<file path="config.mk">
export PLATFORM = sky130hd
export DESIGN_NAME = idt_issue_scheduler
export DESIGN_NICKNAME = d
export VERILOG_FILES = /design/src/rtl/idt_issue_scheduler_pkg.sv /design/src/rtl/idt_issue_scheduler_rr_priority_pick.sv /design/src/rtl/idt_issue_scheduler.sv
export SDC_FILE = /design/constraint.sdc
export NUM_CORES = 1
export LEC_CHECK = 0
export CAP_MARGIN = 0
export CORE_AREA = 2 2 169 171
export DETAILED_ROUTE_END_ITERATION = 8
export DIE_AREA = 0 0 171 173
export GPL_TIMING_DRIVEN = 1
export PLACE_DENSITY = 0.77
export REMOVE_ABC_BUFFERS = 1
export SLEW_MARGIN = 20
export SYNTH_ARGS = -nofsm -noshare
export SYNTH_HDL_FRONTEND = slang
export SYNTH_SLANG_ARGS = --single-unit
</file>
<file path="constraint.sdc">
create_clock -name clk -period 6.2 [get_ports clk]
set_input_delay 1.24 -clock clk [delete_from_list [all_inputs] [get_ports clk]]
set_output_delay 1.24 -clock clk [all_outputs]
set_load 0.005 [all_outputs]
</file>
<file path="src/rtl/idt_issue_scheduler_pkg.sv">
// ---------------------------------------------------------------------------
// idt_issue_scheduler_pkg
// Shared types and constants for the issue scheduler and related dispatch
// logic: per-slot lifecycle state, default instruction-buffer size and the
// slot-index width helper.
// ---------------------------------------------------------------------------
package idt_issue_scheduler_pkg;

  localparam int BS_DEFAULT = 16;

  typedef enum logic [1:0] {
    SLOT_FREE    = 2'd0,
    SLOT_WAITING = 2'd1,
    SLOT_ISSUED  = 2'd2
  } slot_state_e;

  // Width of an index into n slots; never less than one bit.
  function automatic int idx_width(input int n);
    return (n > 1) ? $clog2(n) : 1;
  endfunction

endpackage

</file>
<file path="src/rtl/idt_issue_scheduler_rr_priority_pick.sv">
// ---------------------------------------------------------------------------
// rr_priority_pick
// Rotating-priority picker: returns the first set request bit found when
// scanning upward from start, wrapping from n-1 back to 0.
//   req    in  n-bit request vector (bit i = requester i)
//   start  in  index where the scan begins (highest priority)
//   found  out at least one request bit is set
//   index  out winning requester (0 when nothing is found)
// ---------------------------------------------------------------------------
module rr_priority_pick
  import idt_issue_scheduler_pkg::*;
#(
  parameter  int n = BS_DEFAULT,
  localparam int W = idx_width(n)
) (
  input  logic [n-1:0] req,
  input  logic [W-1:0] start,
  output logic         found,
  output logic [W-1:0] index
);

  int         pos_i;
  logic [W-1:0] pos;

  // Scan from the lowest priority offset downward so the last hit written is
  // the closest one to start; this avoids a loop break.
  // NOTE: every variable assigned in always_comb gets a default first, so no
  // path leaves it unassigned and no latch is inferred.
  always_comb begin
    found = 1'b0;
    index = '0;
    pos_i = 0;
    pos   = '0;
    for (int k = n - 1; k >= 0; k--) begin
      pos_i = int'(start) + k;
      if (pos_i >= n) pos_i = pos_i - n;
      pos = W'(pos_i);
      if (req[pos]) begin
        found = 1'b1;
        index = pos;
      end
    end
  end

endmodule

</file>
<file path="src/rtl/idt_issue_scheduler.sv">
// ---------------------------------------------------------------------------
// idt_issue_scheduler
// Holds one dependency row per instruction-buffer slot, marks a slot ready
// once every producer it waits on has completed, and offers one ready slot
// at a time to the execute stage with rotating priority.
//   clk, rst_n       clock (rising edge), asynchronous active-low reset
//   alloc_valid/index/idt   place an instruction and its dependency vector
//   alloc_ready      target slot is FREE (combinational)
//   issue_valid/index       registered offer of a ready slot
//   issue_ready      downstream accepts the offer
//   complete_valid/index    an issued slot finished execution
//   busy             bit i = slot i not FREE
// ---------------------------------------------------------------------------
module idt_issue_scheduler
  import idt_issue_scheduler_pkg::*;
#(
  parameter  int bs    = BS_DEFAULT,
  localparam int IDX_W = idx_width(bs)
) (
  input  logic             clk,
  input  logic             rst_n,
  input  logic             alloc_valid,
  input  logic [IDX_W-1:0] alloc_index,
  input  logic [bs-1:0]    alloc_idt,
  output logic             alloc_ready,
  output logic             issue_valid,
  output logic [IDX_W-1:0] issue_index,
  input  logic             issue_ready,
  input  logic             complete_valid,
  input  logic [IDX_W-1:0] complete_index,
  output logic [bs-1:0]    busy
);

  slot_state_e      state [bs];
  logic [bs-1:0]    dep   [bs];
  logic [IDX_W-1:0] ptr;

  logic             hs;
  logic             comp_fire;
  logic             alloc_fire;
  logic [bs-1:0]    clr_mask;
  logic [bs-1:0]    hs_mask;
  logic [bs-1:0]    ready;
  logic             pick_found;
  logic [IDX_W-1:0] pick_index;

  always_comb begin
    busy  = '0;
    ready = '0;
    for (int i = 0; i < bs; i++) begin
      busy[i]  = (state[i] != SLOT_FREE);
      ready[i] = (state[i] == SLOT_WAITING) && (dep[i] == '0);
    end
  end

  assign alloc_ready = (state[alloc_index] == SLOT_FREE);
  assign alloc_fire  = alloc_valid && alloc_ready;
  assign hs          = issue_valid && issue_ready;
  // A completing slot is ISSUED, so an allocation aimed at it is rejected.
  assign comp_fire   = complete_valid && (state[complete_index] == SLOT_ISSUED);
  assign clr_mask    = comp_fire ? (bs'(1) << complete_index) : '0;
  // The slot being handshaked is still WAITING this cycle; keep it from
  // being offered a second time.
  assign hs_mask     = hs ? (bs'(1) << issue_index) : '0;

  rr_priority_pick #(.n(bs)) u_pick (
    .req   (ready & ~hs_mask),
    .start (ptr),
    .found (pick_found),
    .index (pick_index)
  );

  // NOTE: the dependency rows are state the ready logic reads straight after
  // reset, so they are cleared by reset rather than left as an unreset RAM.
  always_ff @(posedge clk or negedge rst_n) begin
    if (!rst_n) begin
      for (int i = 0; i < bs; i++) begin
        state[i] <= SLOT_FREE;
        dep[i]   <= '0;
      end
      issue_valid <= 1'b0;
      issue_index <= '0;
      ptr         <= '0;
    end else begin
      // NOTE: non-blocking assignments let later statements override earlier
      // ones for the same element (alloc row over the column clear) while all
      // right-hand sides still see pre-edge state.
      for (int i = 0; i < bs; i++) begin
        dep[i] <= dep[i] & ~clr_mask;
      end

      if (hs) begin
        state[issue_index] <= SLOT_ISSUED;
        ptr <= (issue_index == IDX_W'(bs - 1)) ? '0 : issue_index + IDX_W'(1);
      end

      if (comp_fire) begin
        state[complete_index] <= SLOT_FREE;
      end

      // Only live producers are recorded: free slots, the slot itself and a
      // producer completing this very edge are masked out.
      if (alloc_fire) begin
        state[alloc_index] <= SLOT_WAITING;
        dep[alloc_index]   <= alloc_idt & busy & ~(bs'(1) << alloc_index) & ~clr_mask;
      end

      if (!issue_valid || issue_ready) begin
        issue_valid <= pick_found;
        issue_index <= pick_index;
      end
    end
  end

endmodule

</file>
# == After elaboration in Yosys (flattened, before gate mapping) ==
# Cells that the tools add are included.
# word_totals
register_bits,297
mem_bits_ro,0
inputBits,29
out_inout_bits,22
latch_bits,0
mem_bits_rw,0
mem_count,0
# classes
shift,3
bitwise_logic,34
n_reduce_logical,57
n_mul,0
div_mod_pow,0
order_cmp,38
eq_ne,18
addsub,32
muxes,102
# ops
cell,n
16-bit bitwise AND,22
256-bit bitwise mux,1
16-bit zero test,16
256-bit 2-to-1 mux,1
4-bit 2-to-1 mux,33
32-bit 2-to-1 mux,3
5-bit >= comparator (second input constant),18
4-bit by 5-bit < comparator with 1-bit output (second input constant),16
16-bit NOT,5
1-bit binary-select mux with 4-bit select,16
16-bit demux with 4-bit select,1
4-bit by 1-bit subtractor with 4-bit output (second input constant),16
16-bit 2-to-1 mux,3
1-bit by 4-bit left shift with 16-bit output (first input constant),3
4-bit by 4-bit adder with 5-bit output (second input constant),8
32-bit bitwise AND,1
2-bit by 1-bit equality test with 1-bit output (second input constant),16
1-bit 2-to-1 mux,32
32-bit NOT,1
16-bit OR,2
2-bit nonzero test,16
2-bit demux with 4-bit select,3
1-bit logical AND,22
4-bit by 3-bit adder with 5-bit output (second input constant),4
13 further kinds,25

# == Depth between registers and ports, before layout ==
# depth
depth_word,22
mapped_depth,18
depth_no_buf,14

# == Modules after synthesis ==
# Synthesis repeated with hierarchy kept, for this count alone.
# hier_totals
cells_unflattened,1484
hier_area_um2,15922.8
# by_module_without_submodules
mod,seq_area_each_um2,instances,area_per_inst_um2,cells_each
idt_issue_scheduler,7432.1,1,13848.3,1249
rr_priority_pick,0.0,1,2074.5,235

# == Worst setup path after synthesis ==
# Ideal clock, no wire load.
# synth_timing
kind,input-to-reg
start,in issue_ready
end,reg issue_index[2]
path_buffers,1
t_arrival_ns,3.809
required_time_ns,6.124
path_slack_ns,2.315
cell_stages,12
path_cell_list,buf_2 -> nand4_2 -> o21ai_1 -> or3_1 -> inv_1 -> mux4_2 -> a22o_1 -> a211oi_2 -> or2b_2 -> nor4_1 -> a21oi_1 -> o21ai_1
# synth_between
elab_chain_len,22
word_cells_on_any_way,53
classes_between,mux: 49; bitwise: 2; reduce/logical: 2
# synth_lines
element,line,text
"start, declared",idt_issue_scheduler.sv:28,"input logic issue_ready,"
1-bit logical AND,idt_issue_scheduler.sv:58,assign hs = issue_valid && issue_ready;
16-bit 2-to-1 mux,idt_issue_scheduler.sv:64,assign hs_mask = hs ? (bs'(1) << issue_index) : '0;
16-bit NOT,idt_issue_scheduler.sv:67,".req (ready & ~hs_mask),"
16-bit bitwise AND,idt_issue_scheduler.sv:67,
1-bit binary-select mux with 4-bit select,idt_issue_scheduler_rr_priority_pick.sv:38,if (req[pos]) begin
1-bit 2-to-1 mux (implied by the code),idt_issue_scheduler_rr_priority_pick.sv:38,
4-bit 2-to-1 mux (16 in a row),idt_issue_scheduler_rr_priority_pick.sv:38,
"end signal, assigned",idt_issue_scheduler.sv:110,issue_index <= pick_index;
"end, declared",idt_issue_scheduler.sv:27,"output logic [IDX_W-1:0] issue_index,"
# Several ways; a longest one is shown, not always the timed one. The select of a mux whose other input is x is not followed.
# A chain may end at the register's enable or synchronous reset.

# == Worst setup path in the final report ==
# layout_timing
start,in issue_ready
end,reg issue_index[1]
# Same word-level chain as after synthesis.

==> impl_results.md <==
- Die width: 171 um
- Hold path cells: 2
- CTS root buffer: clkbuf_16
- Ys Warns: 0
- Critical Path Sink Type: flip-flop
- Maximum clock frequency: 199.1 MHz
- GR Overflow Total: 0
- Crit path max-delay cell type: nor4_1
- Antenna violations before repair: 2
- Worst slew pin tran: 1.159 ns
- Total Routed Length: 62,740 um
- Cell area power density: 606.5 nW/um2
- Min-delay src: dep[1]
- CP arrival: 5.48 ns
- Post-route ant nets: 0
- Die area: 29,580 um2
- Die Y: 173 um
- Fin crit share: 81.00%
- Post-synthesis async set-or-reset flop share: 100.0%
- Slew HR: 22.04%
- Port Buf Inserts: 50
- Worst r2r dst: issue_index[1]
- CP max FO: 9
- Reg2reg start: issue_index[1]
- I/O Pins: 51
- Final setup violation count: 0
- Design Area, Final: 18,270 um2
- Post-synth EDFFs: 0
- Peak VDD IR: 0.3239 mV
- Layout Area Growth over Synthesis: 11.49%
- Register area share after synthesis: 45.34%
- HP Class: reg2reg
- Worst Setup Path Type: in2reg
- Distinct cells, synth: 86
- Fin Setup TNS: 0 ns
- Post-CTS setup buffers: 0
- Initial DRC Count: 1,909
- Total track usage: 42.51%
- Mean Syn Cell Area: 9.011 um2
- Clk sink count: 297
- Row Count: 61
- Total CTS buffers: 31
- Pins Over Slew Limit: 0
- Unrepaired setup endpoints after global routing: false
- Critical path required time: 6.65 ns
- Hold endpoint: dep[1]
- Vias in the first global route: 14,770
- Area leader, netlist: dfrtp_1
- Number of synthesized register bits: 297
- First-pass GRT wire length: 93,270 um
- Leak: 8.346 nW
- R2R depth: 12
- Maximum clock path buffer count: 3
- Clock Skew: 0.01323 ns
- Wire length per cell: 28.05 um
- Most used cell, CP: o21ai_0
- Via Count: 15,610
- Share of post-route cells with drive strength above 1: 9.903%
- Top cell type's share of synthesized area: 45.34%
- Synth Flop Type: dfrtp_1
- Synth Instances: 1,819
- Final hold viol count: 0
- Post-DP HPWL: 43,620 um
- Initial Utilization: 59.32%
- Status: complete, no violations
- Worst-Skew Late Latency: 0.59 ns
- Drt drc: 0
- Htree depth: 1
- Cells along the critical path: clkdlybuf4s50_1 -> and4b_1 -> a21o_1 -> nor4_1 -> mux2i_1 -> mux4_2 -> a21oi_1 -> a2111oi_0 -> o21ai_0 -> nor3b_1 -> o21ai_0
- Hold_buf cts: 0
- Critical Path Source Type: input port
- Final min period: 5.022 ns
- Nets: 1,877
- CTS tree: built
- GP Congestion: 1.054
- Largest net degree at the start of global routing: 126
- Max incr delay on CP: 0.78 ns
- Core ar.: 27,630 um2
- R2R Setup Slk: 1.67 ns
- Placement Cell Area: 17,260 um2
- Resized cells post-CTS: 0
- Clock-pin transition on the worst setup and hold timing paths: 0.06 ns
- Post-Syn Area: 16,390 um2
- DR pass1 iterations: 5
- Dominant cells by area after synthesis: dfrtp_1 45%, nor2_1 5.5%, o21ai_0 4.9%
- Vias/cell: 6.979
- Max-Cap Viols: 0
## cells by family (layout without fill, tap and decap cells)
logic type,count (synthesis),in the layout,share of synthesized area (%)
simple gates,804,804,24.44
other cells,0,1,0
flops,297,297,45.34
fa+ha+maj,13,13,0.9924
compound gates,426,426,16.09
xor+xnor,13,13,0.6947
mux,109,109,8.267
buf+inv,157,196,4.168
## power by group
group          total, mW  internal (mW)  switching (mW)
clock network       1.87           1.06           0.810
logic               5.90           2.22            3.68
registers           3.31           2.63           0.678
total               11.1           5.91            5.17
## synth_stat cells, drive strengths merged (12+ instances only)
cell type / instances
nor4b: 23
o32ai: 12
nand4: 26
o21ai: 164
clkbuf: 110
dfrtp: 297
mux4: 19
nor2: 242
nand2: 140
or2: 16
or3: 14
nor4: 60
o211ai: 13
ha: 13
a21oi: 124
nand2b: 12
nor3: 41
a211oi: 16
and3: 15
inv: 34
mux2i: 75
nand3: 156
mux2: 15
## cell usage in the layout (no fill, tap or decap), drive strengths merged, types with 11 or more instances in the layout
| cell type | count |
|---|---|
| a211oi | 16 |
| a21oi | 124 |
| and3 | 15 |
| buf | 55 |
| clkbuf | 39 |
| clkdlybuf4s50 | 49 |
| clkinv | 15 |
| dfrtp | 297 |
| ha | 13 |
| inv | 36 |
| mux2 | 15 |
| mux2i | 75 |
| mux4 | 19 |
| nand2 | 140 |
| nand2b | 12 |
| nand3 | 156 |
| nand4 | 26 |
| nor2 | 242 |
| nor2b | 11 |
| nor3 | 41 |
| nor4 | 60 |
| nor4b | 23 |
| o211ai | 13 |
| o21ai | 164 |
| o32ai | 12 |
| or2 | 16 |
| or3 | 14 |
| xnor2 | 11 |
## critical path, delay by kind of cell
family / cells / cell delay (ns)
AOI/OAI and AO/OA: 5 / 1.30
muxes: 2 / 0.78
buffers and inverters: 1 / 0.69
and+or+nand+nor: 3 / 1.45
## worst max-delay path by stage
stage                              start        endpoint  slack [ns]  cells after the start
after floorplan                   ptr[0]  issue_index[2]        1.57                     11
after global placement       issue_ready  issue_index[1]        0.81                     11
after detailed placement     issue_ready  issue_index[1]        0.89                     11
after CTS                 alloc_index[1]     alloc_ready        1.39                      6
after global routing         issue_ready  issue_index[1]        1.16                     12
final                        issue_ready  issue_index[1]        1.18                     11
## cell type report
cell class | count | area (um2)
clock buffer | 39 | 855.8
antenna | 1 | 2.502
multi-input combinational | 1365 | 8293
sequential | 297 | 7433
fill | 2317 | 9355
clock inverter | 17 | 157.7
tap | 378 | 473.0
inverter | 36 | 135.1
timing repair buffer | 104 | 923.4
## metrics by stage
step                      hold slack, ns  cells  util (%)  power [mW]  setup slack [ns]
after global placement            0.4737   2180     62.44       8.974            0.8141
after CTS                         0.4966   2236     66.13       10.88             1.394
after global routing              0.5260   2237     66.14       11.63             1.158
after floorplan                   0.4599   1698         -       6.830             1.572
final                             0.4934   2237     66.14       11.08             1.178
after detailed placement          0.4837   2180     62.46       9.000            0.8851
## layer usage
layer	part of all wire [%]	track usage, %
met5	0.018	0
met4	7.4	25.60
met3	11	7.645
met2	44	63.89
met1	38	57.52
## registers in the layout (all words and copies together) (netlist names)
signal and flops:
dep 256, issue_index 4, ptr 4, issue_valid 1, state 32
No activity file was read; power rests on OpenSTA's default activity.
